--- src/rtl/pixel_batch_writer.sv ---
// Packs an RGB pixel stream into multi-pixel line-buffer words with
// write address, ping-pong block select and frame geometry measurement.
module pixel_batch_writer #(
    parameter  int MAX_WIDTH      = 1920,
    parameter  int MAX_HEIGHT     = 1080,
    parameter  int CHANNEL_COUNT  = 3,
    parameter  int BATCH_SIZE     = 4,
    parameter  int ADDRESS_NUMBER = 140,
    parameter  int BLOCK_COUNT    = 2,
    localparam int AW = (ADDRESS_NUMBER > 1) ? $clog2(ADDRESS_NUMBER) : 1,
    localparam int BW = (BLOCK_COUNT > 1) ? $clog2(BLOCK_COUNT) : 1,
    localparam int WW = $clog2(MAX_WIDTH + 1),
    localparam int HW = $clog2(MAX_HEIGHT + 1),
    localparam int DW = 8 * BATCH_SIZE * CHANNEL_COUNT
) (
    input  logic                       I_rgb_clk,
    input  logic                       I_rst_n,
    input  logic                       I_rgb_de,
    input  logic                       I_rgb_hs,
    input  logic                       I_rgb_vs,
    input  logic [8*CHANNEL_COUNT-1:0] I_rgb_color,
    output logic [DW-1:0]              O_data_flat,
    output logic [AW-1:0]              O_address,
    output logic [BW-1:0]              O_block_select,
    output logic                       O_write_enable,
    output logic                       O_row_done,
    output logic                       O_overflow,
    output logic [WW-1:0]              O_image_width,
    output logic [HW-1:0]              O_image_height,
    output logic                       O_image_valid
);

    localparam int CW = $clog2(BATCH_SIZE + 1);
    localparam int AC = $clog2(ADDRESS_NUMBER + 1);

    logic            r_vs_d;
    logic            r_in_line;
    logic [CW-1:0]   r_k;
    logic [DW-1:0]   r_pack;
    logic [AC-1:0]   r_addr;
    logic            r_discard;
    logic [BW-1:0]   r_blk;
    logic [WW-1:0]   r_wcnt;
    logic [HW-1:0]   r_hcnt;
    logic [WW-1:0]   r_prev_w;
    logic [HW-1:0]   r_prev_h;
    logic            r_we;
    logic [DW-1:0]   r_data;
    logic [AW-1:0]   r_addr_o;
    logic [BW-1:0]   r_blk_o;
    logic            r_row_done;
    logic            r_ovf;
    logic [WW-1:0]   r_width;
    logic [HW-1:0]   r_height;
    logic            r_valid;

    logic            w_vs_rise;
    logic            w_end;
    logic            w_pix;
    logic [CW-1:0]   w_cnt;
    logic            w_issue;
    logic            w_room;
    logic            w_wr;
    logic            w_ovf_set;
    logic            w_rd_now;
    logic [WW-1:0]   w_wnext;
    logic [HW-1:0]   w_hnext;
    logic [WW-1:0]   w_w_frame;
    logic [BW-1:0]   w_blk_inc;
    logic [DW-1:0]   w_pack;

    // A VS rise during DE closes the line in the same cycle as the frame.
    assign w_vs_rise = I_rgb_vs & ~r_vs_d;
    assign w_end     = (r_in_line & ~I_rgb_de) | (w_vs_rise & I_rgb_de);
    assign w_pix     = I_rgb_de & ~r_discard;
    assign w_cnt     = r_k + CW'(w_pix);
    assign w_issue   = (w_cnt == CW'(BATCH_SIZE)) | (w_end & (w_cnt != '0));
    assign w_room    = r_addr < AC'(ADDRESS_NUMBER);
    assign w_wr      = w_issue & w_room;
    assign w_ovf_set = w_issue & ~w_room;
    // Line ended on a batch boundary: its last write is already on the bus.
    assign w_rd_now  = w_end & ~w_issue & r_we;

    assign w_wnext = (I_rgb_de && r_wcnt != WW'(MAX_WIDTH)) ?
                     r_wcnt + WW'(1) : r_wcnt;
    assign w_hnext = (w_end && r_hcnt != HW'(MAX_HEIGHT)) ?
                     r_hcnt + HW'(1) : r_hcnt;
    assign w_w_frame = w_end ? w_wnext : r_width;
    assign w_blk_inc = (r_blk == BW'(BLOCK_COUNT - 1)) ?
                       '0 : r_blk + BW'(1);

    always_comb begin
        w_pack = r_pack;
        if (w_pix) begin
            for (int c = 0; c < CHANNEL_COUNT; c++) begin
                for (int k = 0; k < BATCH_SIZE; k++) begin
                    if (r_k == CW'(k))
                        w_pack[8*(c*BATCH_SIZE+k) +: 8] =
                            I_rgb_color[8*c +: 8];
                end
            end
        end
    end

    always_ff @(posedge I_rgb_clk or negedge I_rst_n) begin
        if (!I_rst_n) begin
            r_vs_d    <= 1'b0;
            r_in_line <= 1'b0;
            r_k       <= '0;
            r_pack    <= '0;
            r_addr    <= '0;
            r_discard <= 1'b0;
        end else begin
            r_vs_d    <= I_rgb_vs;
            r_in_line <= I_rgb_de & ~w_end;
            if (w_issue || w_end) begin
                r_k    <= '0;
                r_pack <= '0;
            end else begin
                r_k    <= w_cnt;
                r_pack <= w_pack;
            end
            if (w_end)
                r_addr <= '0;
            else if (w_wr)
                r_addr <= r_addr + AC'(1);
            if (w_end)
                r_discard <= 1'b0;
            else if (w_ovf_set)
                r_discard <= 1'b1;
        end
    end

    always_ff @(posedge I_rgb_clk or negedge I_rst_n) begin
        if (!I_rst_n) begin
            r_we       <= 1'b0;
            r_data     <= '0;
            r_addr_o   <= '0;
            r_blk_o    <= '0;
            r_row_done <= 1'b0;
            r_blk      <= '0;
            r_ovf      <= 1'b0;
        end else begin
            r_we       <= w_wr;
            r_row_done <= w_end & ~w_rd_now;
            if (w_wr) begin
                r_data   <= w_pack;
                r_addr_o <= r_addr[AW-1:0];
                r_blk_o  <= r_blk;
            end
            if (w_vs_rise)
                r_blk <= '0;
            else if (w_end)
                r_blk <= w_blk_inc;
            if (w_vs_rise)
                r_ovf <= 1'b0;
            else if (w_ovf_set)
                r_ovf <= 1'b1;
        end
    end

    always_ff @(posedge I_rgb_clk or negedge I_rst_n) begin
        if (!I_rst_n) begin
            r_wcnt   <= '0;
            r_hcnt   <= '0;
            r_width  <= '0;
            r_height <= '0;
            r_prev_w <= '0;
            r_prev_h <= '0;
            r_valid  <= 1'b0;
        end else begin
            r_wcnt <= w_end ? '0 : w_wnext;
            if (w_end)
                r_width <= w_wnext;
            if (w_vs_rise) begin
                r_height <= w_hnext;
                r_hcnt   <= '0;
                r_prev_w <= w_w_frame;
                r_prev_h <= w_hnext;
                r_valid  <= (w_w_frame == r_prev_w) &&
                            (w_hnext == r_prev_h) &&
                            (w_w_frame != '0) && (w_hnext != '0);
            end else begin
                r_hcnt <= w_hnext;
                if (w_end && w_wnext != r_width)
                    r_valid <= 1'b0;
            end
        end
    end

    assign O_data_flat    = r_data;
    assign O_address      = r_addr_o;
    assign O_block_select = r_blk_o;
    assign O_write_enable = r_we;
    assign O_row_done     = r_row_done | w_rd_now;
    assign O_overflow     = r_ovf;
    assign O_image_width  = r_width;
    assign O_image_height = r_height;
    assign O_image_valid  = r_valid;

endmodule

--- config.mk ---
export PLATFORM = sky130hd
export DESIGN_NAME = pixel_batch_writer
export DESIGN_NICKNAME = d
export VERILOG_FILES = /design/src/rtl/pixel_batch_writer.sv
export SDC_FILE = /design/constraint.sdc
export NUM_CORES = 1
export LEC_CHECK = 0
export CAP_MARGIN = 20
export CORE_ASPECT_RATIO = 1.2
export CORE_UTILIZATION = 45
export CTS_CLUSTER_DIAMETER = 100
export CTS_CLUSTER_SIZE = 24
export DETAILED_ROUTE_END_ITERATION = 6
export GPL_TIMING_DRIVEN = 1
export PLACE_DENSITY = 0.76
export SYNTH_ARGS = -nofsm -noshare
export SYNTH_HDL_FRONTEND = slang
export SYNTH_SLANG_ARGS = --single-unit
export TNS_END_PERCENT = 10
--- constraint.sdc ---
create_clock -name I_rgb_clk -period 7.1 [get_ports I_rgb_clk]
set_input_delay 2.13 -clock I_rgb_clk [delete_from_list [all_inputs] [get_ports I_rgb_clk]]
set_output_delay 2.13 -clock I_rgb_clk [all_outputs]
set_load 0.005 [all_outputs]
; Word level (Yosys, flattened, before mapping)
; Index checks and enable logic that the tools add are counted.
[totals]
register_bits = 275
out_inout_bits = 131
elab_cells = 101
in_bits = 29
[op_classes]
bitwise_logic = 21
eq_ne = 9
n_lt_le_gt_ge = 1
n_addsub = 5
mux = 30
reduce_logical = 16
[ops]
columns = cell, n
row1 = 2-to-1 mux 96 bit, 2
row2 = 2-to-1 mux 8 bit, 14
row3 = 2-to-1 mux 11 bit, 5
row4 = adder 11 x 1 -> 11 bit (second input constant), 2
row5 = == test 11 bit, 2
row6 = inequality test 11 bit (second input constant), 2
row7 = nonzero test 11 bit, 2
row8 = AND 1 bit, 11
row9 = inequality test 11 bit, 1
row10 = nonzero test 2 bit, 5
row11 = adder 8 x 1 -> 8 bit (second input constant), 1
row12 = < comparator 8 bit (second input constant), 1
row13 = 2-to-1 mux 1 bit, 8
row14 = NOT 1 bit, 7
row15 = == test 3 x 2 -> 1 bit (second input constant), 2
row16 = logical AND 1 bit, 6
row17 = adder 3 x 1 -> 3 bit, 1
row18 = == test 3 x 1 -> 1 bit (second input constant), 1
row19 = == test 3 bit (second input constant), 1
row20 = logical NOT 3 bit, 1
row21 = 2-to-1 mux 3 bit, 1
row22 = bitwise OR 1 bit, 3
row23 = nonzero test 3 bit, 1
row24 = adder 1 bit (second input constant), 1
row25 = logical OR 1 bit, 1

; Logic depth before layout (Yosys ltp)
[logic_depth]
depth_word = 11
mapped_depth = 13
ltp_nobuf = 10

; Least setup slack after synthesis
; OpenSTA, ideal clock, no wires.
[synth_timing]
path_kind = input to output
from = input port I_rgb_de
to = output port O_row_done
path_buffers = 3
t_arrival_ns = 3.647
required_time_ns = 4.970
path_slack_ns = 1.323
stages = 6
cell_sequence = or2b_2 -> nand2_1 -> clkbuf_1 -> buf_1 -> clkbuf_1 -> a31o_2
[synth_between]
elab_chain_cells = 9
[synth_rtl]
columns = item, line_no
row1 = from (decl), 18  ; input logic I_rgb_de,
row2 = AND 1 bit / NOT 1 bit (equally long branches), "75, 74"
row3 = adder 3 x 1 -> 3 bit / AND 1 bit (equally long branches), "76, 74"
row4 = nonzero test 3 bit / bitwise OR 1 bit (equally long branches), "77, 74"
row5 = AND 1 bit, 77  ; assign w_issue = (w_cnt == CW'(BATCH_SIZE)) | (w_end & (w_cnt != '0));
row6 = bitwise OR 1 bit, 77
row7 = NOT 1 bit, 82  ; assign w_rd_now = w_end & ~w_issue & r_we;
row8 = AND 1 bit * (2 in a row), 82
row9 = bitwise OR 1 bit *, 195  ; assign O_row_done = r_row_done | w_rd_now;
row10 = to (decl), 26  ; output logic O_row_done,
; Mark *: on every way between the ends. The rest lies on a longest branch, timed or not.

; Worst setup path in the final report
; Same ends and word-level chain as after synthesis.

==> flow_summary.yaml <==
clock_tree:
  ctsResizeCount: 0
  numCtsBuffers: 15
  clk_pin_slew_ps: 90
  cts_tree: "done"
  clockBufferDepth: 3
  htreeDepth: 1
  cts_setup_buffers: 0
  clock_latency_ps: 490
  cts_sinks: 275
  holdBufCountCts: 0
  clockRootBuffer: "clkbuf_16"
final_layout:
  multiInputGateArea_sq_um: 4440
  nets: 1226
  layout.cells.non_filler: 1520
  final_common_cell: "dfrtp_1"
  fillCellCount: 2187
  syn_to_final_growth_pct: 19.8
  layout_common_cells: "dfrtp_1 (275), nor2_1 (240), clkdlybuf4s50_1 (157), a21oi_1 (114), mux2i_1 (100)"
  seqCellArea_sq_um: 6880
  diodes: 0
  drive_gt1_share_pct: 4.87
  fin_area_sq_um: 13900
place:
  place_area_sq_um: 13500
  place.detailed.hpwl_um: 17400
  post-place-ws_ps: 671
  port_buffers: 158
  dpl.cell_count: 1501
  gp_congestion: 0.878
worst_setup_path:
  max_stage_delay_ps: 520
  r2r_setup_slack_ps: 3850
  crit_chain: "clkdlybuf4s50_1 -> nor2b_1 -> ha_1 -> ha_1 -> nor2_1 -> and2_1 -> a31o_2 -> clkdlybuf4s50_1"
  r2r_cells: 8
  r2r-start: "r_in_line"
  cp.required_ps: 4970
  crit_type: "primary input to primary output"
  crit_path_end_kind: "primary output"
  crit_fanout: 3
  worst_ep_arrival_time_ps: 4300
  r2r-end: "O_data_flat[58]"
  setup.worst_path.start_class: "primary input"
  cp_slowest_cell: "clkdlybuf4s50_1"
  crit_path_start: "I_rgb_de"
logic_synthesis:
  syn_nets: 1102
  syn_area_sq_um: 11600
  synth_async_sr_flop_share_pct: 100
  yosysSeqAreaShare_pct: 59.3
  ys.flop_type: "dfrtp_1"
  synth-edff-count: 0
  synth_warnings: 0
  synth-seq-cells: 275
  syn_area_per_cell_sq_um: 10.9
  syn_inst: 1066
  yosysUniqueCellTypes: 65
sta:
  setup_ws_ps: 668
  finalCritPeriodShare_pct: 90.6
  hold_viol: 0
  max_freq_ghz: 0.155
  grt_setup_unrepaired: "false"
  slew_headroom_pct: 35.7
  fin_skew_ps: 18.9
  tns_ps: 0
  worstMarginPinSlew_ps: 965
  drv_slew: 0
  period_minus_slack_ps: 6430
  setup_viol: 0
grt:
  grt_max_degree: 161
  antenna_found_initial: 0
  grt_first_pass_wirelength_um: 42900
  grt_pass1_vias: 8130
  grt_usage_pct: 20.4
  grt_overflow: 0
floorplan:
  fp.dieH_um: 178
  die-area_sq_um: 26400
  die_w_um: 149
  start_util_pct: 45.7
  io_pins: 160
  core_sq_um: 25400
  rows: 64
detailed_routing:
  route.vias.total: 8034
  first_pass_iters: 5
  via_per_inst: 5.29
  drc: 0
  wl_met2_um: 12600
  met3RoutedLength_um: 1780
  ant_nets: 0
  wl_met1_um: 11300
  top_layer: "met4"
  wl_per_cell_um: 17.3
  wirelength_um: 26300
  drtIter0Drc: 407
min_path:
  min-delay-start: "O_write_enable"
  hold_depth: 1
  hold_class: "register to register"
  min_to: "r_row_done"
power:
  p_leak_nw: 6.41
  finalPower_w: 0.00521
  peakVddDrop_mv: 0.211
  power_density_nw_per_um2: 375
outcome:
  status: "completed"
flow_run:
  maxCapViolations: 0
state kept, by name (all words and copies together), names as in the netlist:
register / count
O_data_flat: 96
r_pack: 96
O_image_height: 11
O_image_width: 11
r_hcnt: 11
r_prev_w: 11
r_wcnt: 11
O_address: 8
r_addr: 8
r_k: 3
O_block_select: 1
O_image_valid: 1
O_overflow: 1
O_write_enable: 1
r_blk: 1
r_discard: 1
r_in_line: 1
r_row_done: 1
r_vs_d: 1
through the flow:
step,utilization [%],hold WS [ps]
floorplan,-,466
global placement,53.0,462
detailed placement,53.0,464
CTS,54.6,478
global route,54.7,505
finish,54.7,480
power by group:
group / internal (W) / switching (W) / total [W]
clock: 0.000388 / 0.000488 / 0.000876
combinational: 0.00102 / 0.00103 / 0.00205
sequential: 0.00201 / 0.000276 / 0.00229
critical path: cells and delay by family:
kind / cells / cell delay, ps
and+or+nand+nor: 3 / 570
adders and majority gates: 2 / 420
buffers and inverters: 2 / 1030
AOI/OAI and AO/OA: 1 / 160
cells by family (layout without fill, tap and decap cells):
logic type,count (synthesis),count (layout),synth area share [%]
buffers and inverters,73,197,2.67
AO/OA/AOI/OAI,174,174,8.57
AND/OR/NAND/NOR,365,365,13.8
flip-flops,275,275,59.3
multiplexers,112,112,9.80
XOR/XNOR,60,60,5.03
adder cells (fa/ha/maj),7,7,0.755
worst max path at each step:
| stage | end | slack (ps) | cells after the start |
|---|---|---|---|
| 2_1_floorplan | O_row_done | 1320 | 6 |
| 3_3_place_gp | O_row_done | 680 | 8 |
| 3_5_place_dp | O_row_done | 670 | 8 |
| 4_1_cts | O_row_done | 660 | 8 |
| 5_1_grt | O_row_done | 560 | 8 |
| 6_report | O_row_done | 670 | 8 |
layer usage:
metal  vias to the layer above  global-route usage, %
li1                       3841                      -
met2                       178                   33.8
met4                         0                   5.76
met1                      3974                   26.2
met3                        41                   5.30
met5                         -                      0
cell type report:
type,count,area share (%)
well taps,330,2.97
repair buffers,172,12.4
inverters,8,0.216
clock inverters,2,0.180
flip-flops and latches,275,49.5
multi-input cells,718,31.9
clock buffers,15,2.70
cells in the mapped netlist (all sizes together) (7+ instances only):
library cell / number / share of area, %
nand2: 42 / 1.4
nor2: 241 / 7.8
xnor2: 28 / 2.1
inv: 8 / 0.26
o21ai: 23 / 0.99
xor2: 28 / 2.1
nor2b: 7 / 0.38
nand4: 8 / 0.43
clkbuf: 44 / 1.5
mux2: 12 / 1.2
a31oi: 7 / 0.38
mux2i: 100 / 8.6
nor3: 14 / 0.60
and3: 8 / 0.43
buf: 21 / 0.90
ha: 7 / 0.76
a21oi: 114 / 4.9
dfrtp: 275 / 59
nand3: 8 / 0.35
Power figures use the tool's default switching activity.
==> RTL edit 1 (config.mk and constraints unchanged) <==
Change the parameter `BATCH_SIZE` from 4 to 8.
--- a/src/rtl/pixel_batch_writer.sv
+++ b/src/rtl/pixel_batch_writer.sv
@@ -4,7 +4,7 @@
     parameter  int MAX_WIDTH      = 1920,
     parameter  int MAX_HEIGHT     = 1080,
     parameter  int CHANNEL_COUNT  = 3,
-    parameter  int BATCH_SIZE     = 4,
+    parameter  int BATCH_SIZE     = 8,
     parameter  int ADDRESS_NUMBER = 140,
     parameter  int BLOCK_COUNT    = 2,
     localparam int AW = (ADDRESS_NUMBER > 1) ? $clog2(ADDRESS_NUMBER) : 1,
Interface: changed (resized O_data_flat); port bits go from 160 to 256. No check against the original RTL was run, so the function may have changed too.
==> RTL edit 1 against the original RTL <==
Cell count up 61%. Total power grew 58%. Maximum frequency is 4.5% lower. Sequential cell count up 193. Sequential power grew 72%. Cell area rose by 63%. Non-clock buffer count increased by 94. Register-to-register slack worse by 230 ps. Worst setup slack got worse by 310 ps. Global-route usage is 0.89 points higher. Synthesized area is 65% higher. Count of clock-buffer cells in the layout rose by 8. First-iteration DRC count up 140%. Wire length grew 74%. Highest routed layer unchanged.
==> RTL edit 1: results (changes against the original RTL) <==
----------------------------------------------------
[Cells and area]
  Layout cell share with drive strength beyond 1 ... 0.0442 (-0.00451)

[Status]
  Outcome ... finished clean

[Pwr]
  Power drawn by the sequential cells ... 3.94 mW (+72%)
  Part of the total power dissipated in combinational logic ... 0.349 (-0.044)

[Global routing]
  Met2 track demand over resource ... 0.359 (+0.0211)
  Global-route usage over all layers ... 0.212 (+0.00886)
  Global routing met1 resource utilization ... 0.287 (+0.0255)
  Met3 demand-to-capacity share in global routing ... 0.0242 (-0.0288)

[STA]
  Slew @ Worst Pin ... 1160 ps (+200 ps)
  Worst Hold Margin ... 500 ps (+20.4 ps)
  Final Skew ... 13.2 ps (-5.65 ps)
  Least setup slack across all paths after layout ... 362 ps (-305 ps)

[Setup path]
  Maximum fanout along the worst path ... 5 (+2)
  Cells on worst reg2reg path ... 10 (+2)
  Data arrival time of the critical path ... 4610 ps (+310 ps)
  Slack of the worst reg-to-reg path ... 3620 ps (-230 ps)
  Source of the worst register-to-register timing path ... r_discard

[Min path]
  Worst Hold Path EP ... r_prev_w[5]
  Count of cells along the worst hold path ... 2 (+1)
  Launch instance of the worst min-delay path ... r_prev_w[5]

[Detailed routing]
  Drt via density ... 5.34 (+1.1%)
  DRC marker count from the first detailed-route iteration ... 984 (+140%)
  Routed Wire Length ... 45800 um (+74%)

[Synthesis]
  Leading post-synthesis cells by cell area ... dfrtp_1 61%, mux2i_1 10%, nor2_1 8.5%
  Post-Synth Adder-Cell Area ... 0.00457 (-0.00298)
  Synthesized-area fraction occupied by xor and xnor cells ... 0.0294 (-0.0209)
  Fraction of the yosys area taken by sequential cells ... 0.611 (+0.0176)
  Count of cell types in the netlist ... 77 (+18%)
  Post-Synthesis Cells ... 1739 (+63%)

[Placement]
  Number of buffers added on ports ... 254 (+61%)
  Global placer's final weighted congestion ... 0.838 (-4.5%)

[Clocking]
  Worst skew pair latency ... 560 ps (+70 ps)

----------------------------------------------------
-- RTL edit 1: cell count changes in the layout (fill, tap and decap cells not counted), sizes merged, moves of 6 or more --
cell / change
dfrtp: +193
nor2: +191
clkdlybuf4s50: +96
mux2i: +94
a21oi: +93
nand2: +21
clkbuf: +8
inv: +7
and3: +6
-- RTL edit 1: worst max-delay path, delay by kind of cell --
kind / cells / cell delay (ps)
AOI/OAI and AO/OA: 1 / 170
and+or+nand+nor: 3 / 560
adders and majority gates: 2 / 390
buffers and inverters: 3 / 1160
xor gates and xnor gates: 1 / 190
-- RTL edit 1: layout make-up --
class / instances / area [um^2]
inverters: 15 / 56.3
repair buffers: 266 / 2710
multi-input cells: 1125 / 6850
fillers: 3673 / 19200
clock inverters: 2 / 25.0
well taps: 546 / 683
flip-flops and latches: 468 / 11700
clock buffers: 23 / 576
==> RTL edit 2 (same settings) <==
Made on the original files. Register the output `O_data_flat` once more, with the module's reset; this adds one clock of latency there. The other outputs are not delayed to match.
--- a/src/rtl/pixel_batch_writer.sv
+++ b/src/rtl/pixel_batch_writer.sv
@@ -188,7 +188,13 @@
         end
     end
 
-    assign O_data_flat    = r_data;
+    always_ff @(posedge I_rgb_clk or negedge I_rst_n) begin
+        if (!I_rst_n) begin
+            O_data_flat <= '0;
+        end else begin
+            O_data_flat <= r_data;
+        end
+    end
     assign O_address      = r_addr_o;
     assign O_block_select = r_blk_o;
     assign O_write_enable = r_we;
Behaviour: not the same (Yosys sat finds a counterexample within 4 cycles, from zero or initial values and one cycle with I_rst_n low).
==> RTL edit 2 against the original RTL <==
Sequential cell count rose by 96. Cell area rose by 19%. Wire length rose by 13%. Synthesized area rose by 21%. Total power rose by 22%. Worst setup slack got worse by 60 ps. Worst hold slack got worse by 100 ps. Register-to-register slack improved by 210 ps. Largest power group unchanged. Highest routed layer unchanged.
==> RTL edit 2: results (changes against the original RTL) <==
----------------------------------------------------
[Global routing]
  Global-route usage over all layers ... 0.192 (-0.0118)
  Initial antenna violation count ... 0 (unchanged)
  First-pass GRT wire length ... 48000 um (+12%)
  Maximum number of pins on one net before global-route repair ... 142 (-12%)

[Placement]
  Worst setup slack before clock tree synthesis ... 565 ps (-106 ps)
  Global placer's final weighted congestion ... 0.853 (-2.8%)
  Number of buffers added on ports ... 158 (unchanged)
  Area post-placement ... 16000 um^2 (+19%)
  HPWL after detailed placement ... 19700 um (+13%)

[Synthesis]
  Post-synth ARST share ... 1.00 (unchanged)
  Most frequent cells after synthesis ... 371 x dfrtp_1, 237 x nor2_1, 106 x a21oi_1, 102 x mux2i_1, 50 x nand2_1
  Count of cell types in the netlist ... 67 (+3.1%)
  Fraction of the yosys area taken by sequential cells ... 0.664 (+0.0705)
  Yosys Warn Count ... 0 (unchanged)
  Post-synth net total ... 1194 (+8.3%)
  Leading post-synthesis cells by cell area ... dfrtp_1 66%, mux2i_1 7.3%, nor2_1 6.4%

[Detailed routing]
  Total number of vias ... 8922 (+11%)
  First drt pass iteration count ... 7 (+2)
  Routed Wire Length ... 29900 um (+13%)
  DRC marker count from the first detailed-route iteration ... 775 (+90%)

[Pwr]
  Internal Pwr Total ... 4.33 mW (+27%)
  Static Leak ... 7.59 nW (+18%)
  Worst IR Drop VDD ... 0.219 mV (+3.7%)

[Clocking]
  CTS Buffer Depth ... 3 (unchanged)
  Clock-pin slew on the worst setup and hold paths ... 90 ps (about the same)
  Worst skew pair latency ... 520 ps (+30 ps)
  Cell at the root of the clock tree ... clkbuf_16
  Number of buffers inserted to repair setup after CTS ... 0 (unchanged)
  Cts-stage hold buffer count ... 0 (unchanged)
  Clock buffers created by TritonCTS ... 19 (+4)
  Count of cells resized by post-cts repair ... 0 (unchanged)
  # H-tree levels ... 1 (unchanged)

[Run]
  Max capacitance violation total ... 0 (unchanged)

[Cells and area]
  Diode insertion count for antenna repair ... 0 (unchanged)
  Layout cell share with drive strength beyond 1 ... 0.0525 (+0.00373)
  Largest registers ... O_data_flat: 96 flops, r_data: 96 flops, r_pack: 96 flops
  Number of nets in the layout ... 1331 (+8.6%)
  Filler Cells Inserted ... 2551 (+17%)

[Setup path]
  Cells on worst reg2reg path ... 11 (+3)
  Maximum fanout along the worst path ... 3 (unchanged)
  Data arrival time of the critical path ... 4360 ps (+60 ps)

[STA]
  Worst slew margin ... 0.301 (-0.0555)
  Final Skew ... 15.4 ps (-3.45 ps)

[Min path]
  Kind of path behind the tightest hold check ... flip-flop to flip-flop
  Count of cells along the worst hold path ... 0 (-1)

[Status]
  Outcome ... finished clean

----------------------------------------------------
-- RTL edit 2: cell types whose count changed in the layout (fill, tap and decap cells not counted), moves of 5 or more --
cell and change:
inv_1 +6, xnor2_1 +10, nor3_1 -5, a21oi_1 -8
nand2_1 +8, dfrtp_1 +96, xor2_1 -7
-- RTL edit 2: critical path, stage by stage --
cell	delay, ps
clkdlybuf4s50_1	470
nand2b_1	200
inv_1	70
ha_1	180
ha_1	280
nor2_1	150
and2_1	190
a31o_2	180
clkdlybuf4s50_1	500
-- RTL edit 2: metrics by stage --
step	cells	power, mW
floorplan	1158	4.20
global placement	1668	5.20
detailed placement	1669	5.32
CTS	1691	6.46
global route	1692	6.80
finish	1692	6.38
-- RTL edit 2: cell type report --
cell class | count | area (um^2) | area share
clock buffers | 19 | 475 | 0.0287
clock inverters | 3 | 25.0 | 0.00151
repair buffers | 174 | 1780 | 0.107
well taps | 396 | 495 | 0.0299
multi-input cells | 715 | 4440 | 0.268
flip-flops and latches | 371 | 9280 | 0.561
inverters | 14 | 52.6 | 0.00318
-- RTL edit 2: power by group through the flow --
stage	Clock, mW	Sequential (mW)	Combinational, mW
after detailed placement	0	3.24	2.08
after global routing	1.25	3.26	2.30
after CTS	1.18	3.19	2.09
after global placement	0	3.20	2.00
final	1.13	3.19	2.05
after floorplan	0	3.15	1.06
-- RTL edit 2: cells by family (layout without fill, tap and decap cells) --
group / after synthesis / count (layout) / synth area share
DFF: 371 / 371 / 0.664
muxes: 112 / 112 / 0.0811
AOI/OAI and AO/OA: 170 / 170 / 0.0728
and+or+nand+nor: 366 / 366 / 0.116
adders and majority gates: 7 / 7 / 0.00626
buffers and inverters: 72 / 210 / 0.0210
xor gates and xnor gates: 60 / 60 / 0.0387
-- RTL edit 2: path summary, 6_finish.rpt --
kind / from / end / slack, ps
worst max-delay path: I_rgb_de / O_row_done / 610
worst min-delay path: r_data[27] / O_data_flat[27] / 380
worst max register to register: r_discard / r_data[69] / 4060
worst min register to register: r_data[27] / O_data_flat[27] / 380
max in group asynchronous: I_rst_n / r_wcnt[2] / 4110
min in group asynchronous: I_rst_n / O_data_flat[74] / 1750
-- RTL edit 2: routing by layer --
layer | global-route usage | wire, um | vias up
met2 | 0.326 | 15200 | 205
met4 | 0.0467 | 512 | 0
met1 | 0.260 | 12800 | 4522
li1 | - | - | 4153
met5 | 0 | 0 | -
met3 | 0.0259 | 1330 | 42
